File: src/rtl/collector.sv
`default_nettype none
// +----------------------------------------------------------------------------+
// | Module      : collector                                                    |
// | Description : 8N1 UART receiver feeding a small byte FIFO presented as an  |
// |               AXI4-Stream-style byte stream, with framing-error and        |
// |               overrun status outputs.                                      |
// | Revision    : 1.0  initial release                                         |
// +----------------------------------------------------------------------------+
module collector #(
  parameter int unsigned CLK_FREQ   = 16000000,
  parameter int unsigned BAUD       = 57600,
  parameter int unsigned FIFO_DEPTH = 4,
  parameter logic [7:0]  EOL        = 8'h0A
) (
  input  logic       i_clk,
  input  logic       i_rst_n,
  input  logic       i_uart_rx,
  output logic [7:0] o_tdata,
  output logic       o_tlast,
  output logic       o_tvalid,
  input  logic       i_tready,
  output logic       o_frame_err,
  output logic       o_overrun
);

  localparam int unsigned DIVISOR = CLK_FREQ / BAUD;
  localparam int unsigned CNT_W   = $clog2(DIVISOR);
  localparam int unsigned PTR_W   = $clog2(FIFO_DEPTH);

  // First sample lands mid start bit, later samples one full bit apart.
  localparam logic [CNT_W-1:0] HALF_LOAD = CNT_W'(DIVISOR / 2 - 1);
  localparam logic [CNT_W-1:0] FULL_LOAD = CNT_W'(DIVISOR - 1);

  typedef enum logic [2:0] {
    IDLE  = 3'd0,
    START = 3'd1,
    DATA  = 3'd2,
    STOP  = 3'd3,
    BREAK = 3'd4
  } state_t;

  logic             rx_meta;
  logic             rx_s;
  state_t           state, state_d;
  logic [CNT_W-1:0] cnt, cnt_d;
  logic [2:0]       bit_idx, bit_idx_d;
  logic [7:0]       shreg, shreg_d;
  logic             frame_err_d;
  logic             baud_tick;
  logic             push;

  logic [8:0]       mem [FIFO_DEPTH];
  logic [PTR_W:0]   wr_ptr, rd_ptr;
  logic             empty, full, pop, wr_en;
  logic [8:0]       head;

  // Two-flop synchronizer for the asynchronous line; idles high.
  always_ff @(posedge i_clk or negedge i_rst_n) begin
    if (!i_rst_n) begin
      rx_meta <= 1'b1;
      rx_s    <= 1'b1;
    end else begin
      rx_meta <= i_uart_rx;
      rx_s    <= rx_meta;
    end
  end

  assign baud_tick = (cnt == '0);

  // Receiver state register with baud counter, bit index and shift register.
  always_ff @(posedge i_clk or negedge i_rst_n) begin
    if (!i_rst_n) begin
      state       <= IDLE;
      cnt         <= '0;
      bit_idx     <= 3'd0;
      shreg       <= 8'h00;
      o_frame_err <= 1'b0;
    end else begin
      state       <= state_d;
      cnt         <= cnt_d;
      bit_idx     <= bit_idx_d;
      shreg       <= shreg_d;
      o_frame_err <= frame_err_d;
    end
  end

  // Next-state logic: sample at each counter expiry, push on a good stop bit.
  always_comb begin
    state_d     = state;
    cnt_d       = cnt;
    bit_idx_d   = bit_idx;
    shreg_d     = shreg;
    push        = 1'b0;
    frame_err_d = 1'b0;
    if (state != IDLE && !baud_tick) begin
      cnt_d = cnt - CNT_W'(1);
    end
    case (state)
      IDLE: begin
        if (!rx_s) begin
          cnt_d   = HALF_LOAD;
          state_d = START;
        end
      end
      START: begin
        if (baud_tick) begin
          if (rx_s) begin
            state_d = IDLE;
          end else begin
            cnt_d     = FULL_LOAD;
            bit_idx_d = 3'd0;
            state_d   = DATA;
          end
        end
      end
      DATA: begin
        if (baud_tick) begin
          shreg_d   = {rx_s, shreg[7:1]};
          cnt_d     = FULL_LOAD;
          bit_idx_d = bit_idx + 3'd1;
          if (bit_idx == 3'd7) begin
            state_d = STOP;
          end
        end
      end
      STOP: begin
        if (baud_tick) begin
          if (rx_s) begin
            push    = 1'b1;
            state_d = IDLE;
          end else begin
            frame_err_d = 1'b1;
            state_d     = BREAK;
          end
        end
      end
      BREAK: begin
        if (rx_s) begin
          state_d = IDLE;
        end
      end
      default: state_d = IDLE;
    endcase
  end

  // FIFO flags: pointers carry one extra wrap bit to tell full from empty.
  assign empty    = (wr_ptr == rd_ptr);
  assign full     = (wr_ptr[PTR_W] != rd_ptr[PTR_W]) &&
                    (wr_ptr[PTR_W-1:0] == rd_ptr[PTR_W-1:0]);
  assign o_tvalid = !empty;
  assign pop      = o_tvalid && i_tready;
  assign wr_en    = push && (!full || pop);
  assign head     = mem[rd_ptr[PTR_W-1:0]];

  // Storage is never reset, so the head is masked while the FIFO is empty.
  assign o_tdata  = o_tvalid ? head[7:0] : 8'h00;
  assign o_tlast  = o_tvalid && head[8];

  // FIFO storage write; tlast is precomputed alongside the byte.
  always_ff @(posedge i_clk) begin
    if (wr_en) begin
      mem[wr_ptr[PTR_W-1:0]] <= {(shreg == EOL), shreg};
    end
  end

  // FIFO pointers and sticky overrun flag for bytes dropped while full.
  always_ff @(posedge i_clk or negedge i_rst_n) begin
    if (!i_rst_n) begin
      wr_ptr    <= '0;
      rd_ptr    <= '0;
      o_overrun <= 1'b0;
    end else begin
      if (wr_en) begin
        wr_ptr <= wr_ptr + (PTR_W + 1)'(1);
      end
      if (pop) begin
        rd_ptr <= rd_ptr + (PTR_W + 1)'(1);
      end
      if (push && full && !pop) begin
        o_overrun <= 1'b1;
      end
    end
  end

endmodule
`default_nettype wire

File: config.mk
export PLATFORM = sky130hd
export DESIGN_NAME = collector
export DESIGN_NICKNAME = d
export VERILOG_FILES = /design/src/rtl/collector.sv
export SDC_FILE = /design/constraint.sdc
export NUM_CORES = 1
export LEC_CHECK = 0
export ABC_AREA = 1
export CORE_MARGIN = 4
export CORE_UTILIZATION = 30
export DETAILED_ROUTE_END_ITERATION = 6
export GPL_TIMING_DRIVEN = 0
export PLACE_DENSITY = 0.55
export SYNTH_ARGS = -nofsm -noshare
export SYNTH_HDL_FRONTEND = slang
export SYNTH_SLANG_ARGS = --single-unit
File: constraint.sdc
create_clock -name i_clk -period 5.4 [get_ports i_clk]
set_input_delay 1.08 -clock i_clk [delete_from_list [all_inputs] [get_ports i_clk]]
set_output_delay 1.08 -clock i_clk [all_outputs]
set_load 0.02 [all_outputs]
==> key figures, run 1 <==
Setup path
  • Critical setup path kind: flip-flop to output port
  • Worst EP arrival: 2.35 ns
  • Endpoint class of the critical path: output port
  • Max incr delay on CP: around 0.59 ns
  • Slowest cell on crit path: clkdlybuf4s50_1
  • Required time worst endpoint: approximately 4.3 ns
  • Critical Path Start Type: flip-flop
  • Max FO, Critical Path: 10
  • Cell Chain, Critical Path: buf_1, o21ai_0, o22ai_1, nand2_1, inv_1, clkdlybuf4s50_1

Synth
  • Syn. warnings: 0
  • Ys async rst share: 0.478
  • Sequential share of the synthesized area: 0.563
  • Netlist cell types: 31
  • Largest area contributor in the netlist: edfxtp_1
  • Ys flop type: edfxtp_1
  • Number of flops mapped to enable cells by yosys: 36
  • Synthesized Nets: 371
  • Post-synthesis cell count: between 300 and 400
  • #FFs+latches synth: slightly below 70
  • Mapped cell area: between 3000 and 4000 µm²
  • Synth cell count leaders: nand2_1 (89), inv_1 (38), nor2_1 (37)
  • Most frequent cell after synthesis: nand2_1
  • Ranking of synthesized cells by area: edfxtp_1 (32%), dfrtp_1 (23%), nand2_1 (9.8%)
  • Area fraction of the dominant cell type after synthesis: 0.319
  • Syn_area_per_cell: 9.48 µm²

Layout
  • Share of layout cells above drive strength 1: 0.167
  • Antenna diodes: 0
  • Layout net count: 397
  • Area delta synth->final: 19.1%

Pwr
  • Switching share of power: 0.205
  • P_sw: 0.248 mW
  • Clk pwr share: 0.538
  • Pint: 0.965 mW
  • LEAKAGE: 1.97 nW
  • VDD IR max: 0.138 mV
  • Power per cell area: 300 nW/µm²
  • Sequential group share of total power: 0.455
  • Combinational power share: 0.007

GRT
  • Initial antenna violation count: 0
  • All-Layer GR Usage: 0.115
  • Vias in the first global route: ~2,300
  • Remaining Overflow, GRT: 0
  • First-pass GRT wire length: 11,700 µm
  • Largest net degree at the start of global routing: 34

Timing
  • RSZ-0062 raised after global routing: no
  • Final hold vios: 0
  • Final setup TNS: 0 ns
  • Tcrit/Tclk final: 0.636
  • Clock Skew: 0.00905 ns
  • Final hold slack: 0.357 ns
  • Final count of pins violating max slew: 0
  • Worst Max-Slew Pin Slew: ~0.95 ns
  • Tmin final: 3.43 ns
  • Final setup viols: 0
  • Rel. slew slack: 0.362
  • Fmax: 291 MHz

Floorplan
  • Die area: about 13,000 µm²
  • Rows: 38
  • Top-Level Pins: 16
  • Starting Density: 0.310
  • Core area: 10,900 µm²
  • Die H: about 110 µm
  • Die Wd: 114 µm

CTS
  • H-Tree Depth: 3
  • CTS Buf Count: 9
  • Cts hold-fix bufs: 0
  • CTS sink count: 69
  • Post_cts resized: 0
  • Post-CTS Setup Bufs: 0
  • Clock Path Buffers: 2
  • CTS root buffer: clkbuf_16
  • CTS clk-pin slew, worst paths: 0.06 ns
  • CTS tree: built
  • Skew-Pair Late Insertion Delay: 0.33 ns

Routing
  • DRT antenna net count: 0
  • DR vias: roughly 2,400
  • Routed length per instance: 12.8 µm
  • Vias per cell: ~4.5
  • Pre-antenna DRT Iters: 5
  • Initial DRC count: 105
  • Routed WL: 6800 µm
  • # DRC: 0

Job
  • Max Cap Viol: 0

Placed design
  • HPWL Detailed: roughly 4500 µm
  • PortBufs: 15
  • Final GP Congestion: 0.795

Run status
  • Status: finished, final reports clean

Worst hold path
  • Hold WC Path Type: flip-flop to flip-flop
==> power by group through the flow <==
stage	registers [mW]	clock network [mW]	logic, mW
floorplan	0.562	0	0.00168
finish	0.552	0.653	0.00858
global route	0.552	0.692	0.00999
global placement	0.562	0	0.00963
CTS	0.552	0.668	0.00927
detailed placement	0.562	0	0.00944
==> critical path: cells and delay by family (launching register included) <==
family / cells / cell delay, ns
AOI/OAI and AO/OA: 2 / 0.43
buffers and inverters: 3 / 1.10
DFF: 1 / 0.41
and+or+nand+nor: 1 / 0.08
==> layout by cell type, fill, tap and decap left out, drive strengths merged <==
cell type      synthesis  final
a21oi                  3      3
and3                   1      1
buf                    9     10
bufinv                 0      2
clkbuf                 0      9
clkdlybuf4s50          0     14
clkinv                 0      1
dfrtp                 31     31
dfstp                  2      2
edfxtp                36     36
ha                     9      9
inv                   45     49
nand2                 96     96
nand3                 23     23
nand4                  3      3
nor2                  47     47
nor3                   2      2
nor4                   1      1
o21ai                 35     35
o22ai                  9      9
xnor2                  2      2
xor2                   4      4
==> through the flow <==
| step | total power, mW | utilization | area, µm² | setup WS, ns | instances |
|---|---|---|---|---|---|
| final | 1.21 | 0.370 | 4040 | 1.97 | 529 |
| after global routing | 1.25 | 0.370 | 4040 | 1.83 | 529 |
| after detailed placement | 0.572 | 0.340 | 3710 | 2.30 | 513 |
| after CTS | 1.23 | 0.370 | 4040 | 1.95 | 529 |
| after global placement | 0.572 | 0.340 | 3720 | 2.35 | 513 |
| after floorplan | 0.564 | - | 3390 | 3.15 | 358 |
==> cell type report <==
class | instances | area, µm²
fillers | 1083 | 6890
repair buffers | 15 | 145
clock buffers | 9 | 225
inverters | 45 | 169
well taps | 140 | 175
plain buffers | 9 | 50.0
clock inverters | 7 | 104
flip-flops and latches | 69 | 1910
multi-input cells | 235 | 1260
==> kinds of logic after synthesis <==
group	share of synthesized area
XOR/XNOR	0.0155
AO/OA/AOI/OAI	0.0837
buffers and inverters	0.0645
flip-flops	0.563
AND/OR/NAND/NOR	0.240
adder cells (fa/ha/maj)	0.0332
==> final timing paths <==
path                              endpoint  startpoint  depth (start not counted)  slack, ns
worst max-delay path            o_tdata[7]   rd_ptr[1]                          6       1.97
max in group asynchronous        rd_ptr[0]     i_rst_n                          1       4.11
worst max register to register   mem[3][6]      cnt[0]                          8       2.99
worst min register to register        rx_s     rx_meta                          0       0.36
worst min-delay path                  rx_s     rx_meta                          0       0.36
min in group asynchronous         shreg[6]     i_rst_n                          1       0.82
==> layer usage <==
metal | share of wire | GRT usage
met5 | 0 | 0
met3 | 0.032 | 0.0301
met2 | 0.46 | 0.181
met1 | 0.48 | 0.151
met4 | 0.020 | 0.0451
==> sequential cells by signal (all words and copies together) (netlist names), 3 cells and up <==
name,flops
mem,36
cnt,9
shreg,8
bit_idx,3
rd_ptr,3
state,3
wr_ptr,3
Note: power is estimated with default switching activity, not from simulation.
==> inputs of run 2 (changes only) <==
Clock period 5.4 ns to 3.5 ns, I/O delays scaled along.
==> results of run 2 <==
The final DEF is identical to that of run 1. Status: finished, final reports clean.
Main changes from that run: setup slack after placement 2.30 ns -> 0.781 ns; setup slack after layout 1.97 ns -> 0.448 ns; register-to-register setup slack 2.99 ns -> 1.09 ns; total power 1.21 mW -> 1.87 mW; worst IR drop on VDD 0.138 mV -> 0.212 mV
==> inputs of run 3 (changes only) <==
Settings changed: DONT_BUFFER_PORTS set to 1, PLACE_DENSITY 0.55 to 0.54.
==> run 3 against run 2 <==
Effect of this change: setup slack gained 0.48 ns; clock power is essentially flat; flip-flop and latch count stayed put; global-route usage is 0.34 points higher; routed wire length grew 0.75%; sequential power about the same; via count is 1.6% lower; worst hold slack got worse by 0.29 ns; critical path depth up 1; sequential share of layout area up 1.7 points; power fell by 0.90%; largest cell class unchanged.
==> key figures, run 3 (synthesis results as in run 1) <==
CTS
  • CTS sink count: 69
  • Post-CTS Setup Bufs: 0
  • Post_cts resized: 0
  • Skew-Pair Late Insertion Delay: about 0.33 ns
  • H-Tree Depth: 3
  • CTS Buf Count: 9
  • CTS clk-pin slew, worst paths: 0.06 ns
  • Clock Path Buffers: 2
  • Cts hold-fix bufs: 0
  • CTS root buffer: clkbuf_16
  • CTS tree: built

Routing
  • Initial DRC count: 78
  • Pre-antenna DRT Iters: 4
  • DR vias: around 2,300
  • DRT antenna net count: 0
  • Routed length per instance: ~13 µm
  • Routed WL: 6850 µm
  • # DRC: 0
  • Vias per cell: 4.53

Layout
  • Fin cells: between 500 and 600
  • Share of layout cells above drive strength 1: 0.171
  • Commonest non-fill, non-tap cell in the layout: nand2_1
  • Final Instance Area: ~3900 µm²
  • Register area: around 1900 µm²
  • Fillcell total: 1,121
  • Max reg flops: 36
  • Layout net count: 382
  • Final design utilization: 0.357
  • Area delta synth->final: 14.9%
  • Most frequent cells in the layout: nand2_1 (89), inv_1 (38), nor2_1 (37), edfxtp_1 (36), dfrtp_1 (31)
  • Multi-input logic area: 1260 µm²
  • Antenna diodes: 0

Job
  • Max Cap Viol: 0

Setup path
  • Reg-to-reg slack, setup: roughly 1.1 ns
  • FF-to-FF End: mem[3][1]
  • Max FO, Critical Path: 10
  • Critical setup path kind: flip-flop to output port
  • Worst R2R Path Depth: 8
  • Endpoint class of the critical path: output port
  • Worst R2R Start: cnt[0]
  • Worst EP arrival: 1.88 ns
  • Required time worst endpoint: 2.80 ns
  • Critical Path Start Type: flip-flop

Timing
  • Final worst slack: 0.925 ns
  • Tcrit/Tclk final: 0.736
  • Worst Max-Slew Pin Slew: 0.924 ns
  • Final setup viols: 0
  • Final hold slack: about 0.063 ns
  • Fmax: around 390 MHz
  • Rel. slew slack: 0.382
  • Final setup TNS: 0 ns
  • Clock Skew: 0.00675 ns
  • Final count of pins violating max slew: 0
  • Tmin final: 2.58 ns
  • Final hold vios: 0
  • RSZ-0062 raised after global routing: no

GRT
  • Largest net degree at the start of global routing: 34
  • Initial antenna violation count: 0
  • First-pass GRT wire length: 12,100 µm
  • Vias in the first global route: ~2,400
  • Remaining Overflow, GRT: 0
  • All-Layer GR Usage: 0.118

Pwr
  • Pwr Total: 1.85 mW
  • Power per cell area: 476 nW/µm²
  • VDD IR max: 0.232 mV
  • LEAKAGE: 1.91 nW

Placed design
  • HPWL Detailed: between 4000 and 5000 µm
  • DP Worst Slack: between 1 and 1.5 ns
  • DP Area: around 3600 µm²
  • PortBufs: 0
  • Final GP Congestion: 0.778
  • Inst Count DP: 498

Floorplan
  • Top-Level Pins: 16
  • Die area: roughly 13,000 µm²
  • Rows: 38
  • Die H: 114 µm
  • Starting Density: 0.310
  • Core area: 10,900 µm²
  • Die Wd: 114 µm

Run status
  • Status: finished, final reports clean

Worst hold path
  • Hold WC Path Type: input port to async pin
[run 3: cell types whose count changed in the layout (fill, tap and decap cells not counted)]
cell             previous run  this run
inv_8                       0         1
inv_6                       4         3
clkinv_4                    1         0
buf_2                       8         7
clkinvlp_4                  0         1
clkdlybuf4s50_1            14         0
[run 3: area by class of cell]
class                   count  share of cell area
plain buffers               9              0.0128
clock buffers               9              0.0578
clock inverters             7              0.0270
inverters                  45              0.0433
multi-input cells         235               0.324
flip-flops and latches     69               0.490
well taps                 140              0.0449
[run 3: critical path: stages, from the launching register on]
cell     delay [ns]
dfrtp_1        0.41
inv_1          0.08
buf_2          0.22
buf_2          0.29
nor2_1         0.07
o22ai_1        0.23
nand2_1        0.09
inv_1          0.16
[run 3: worst max-delay path by stage]
stage / cells after the start / end / start / slack (ns)
after floorplan: 8 / mem[0][0] / cnt[0] / 1.54
after global placement: 8 / mem[2][4] / cnt[0] / 1.08
after detailed placement: 8 / mem[3][4] / cnt[0] / 1.02
after CTS: 7 / o_tdata[7] / rd_ptr[0] / 0.91
after global routing: 7 / o_tdata[5] / rd_ptr[0] / 0.76
final: 7 / o_tdata[7] / rd_ptr[0] / 0.92
[run 3: per-layer routing]
layer / up-vias / track usage / wire (µm)
met3: 6 / 0.0354 / 189
met5: - / 0 / 0
met2: 24 / 0.198 / 3320
met1: 1111 / 0.148 / 3260
met4: 0 / 0.0340 / 74
li1: 1189 / - / -
[run 3: where the power goes]
group	leakage, nW	internal [mW]	switching (mW)
Sequential	0.842	0.851	0.000709
Combinational	0.909	0.000627	0.00255
Clock	0.159	0.636	0.364
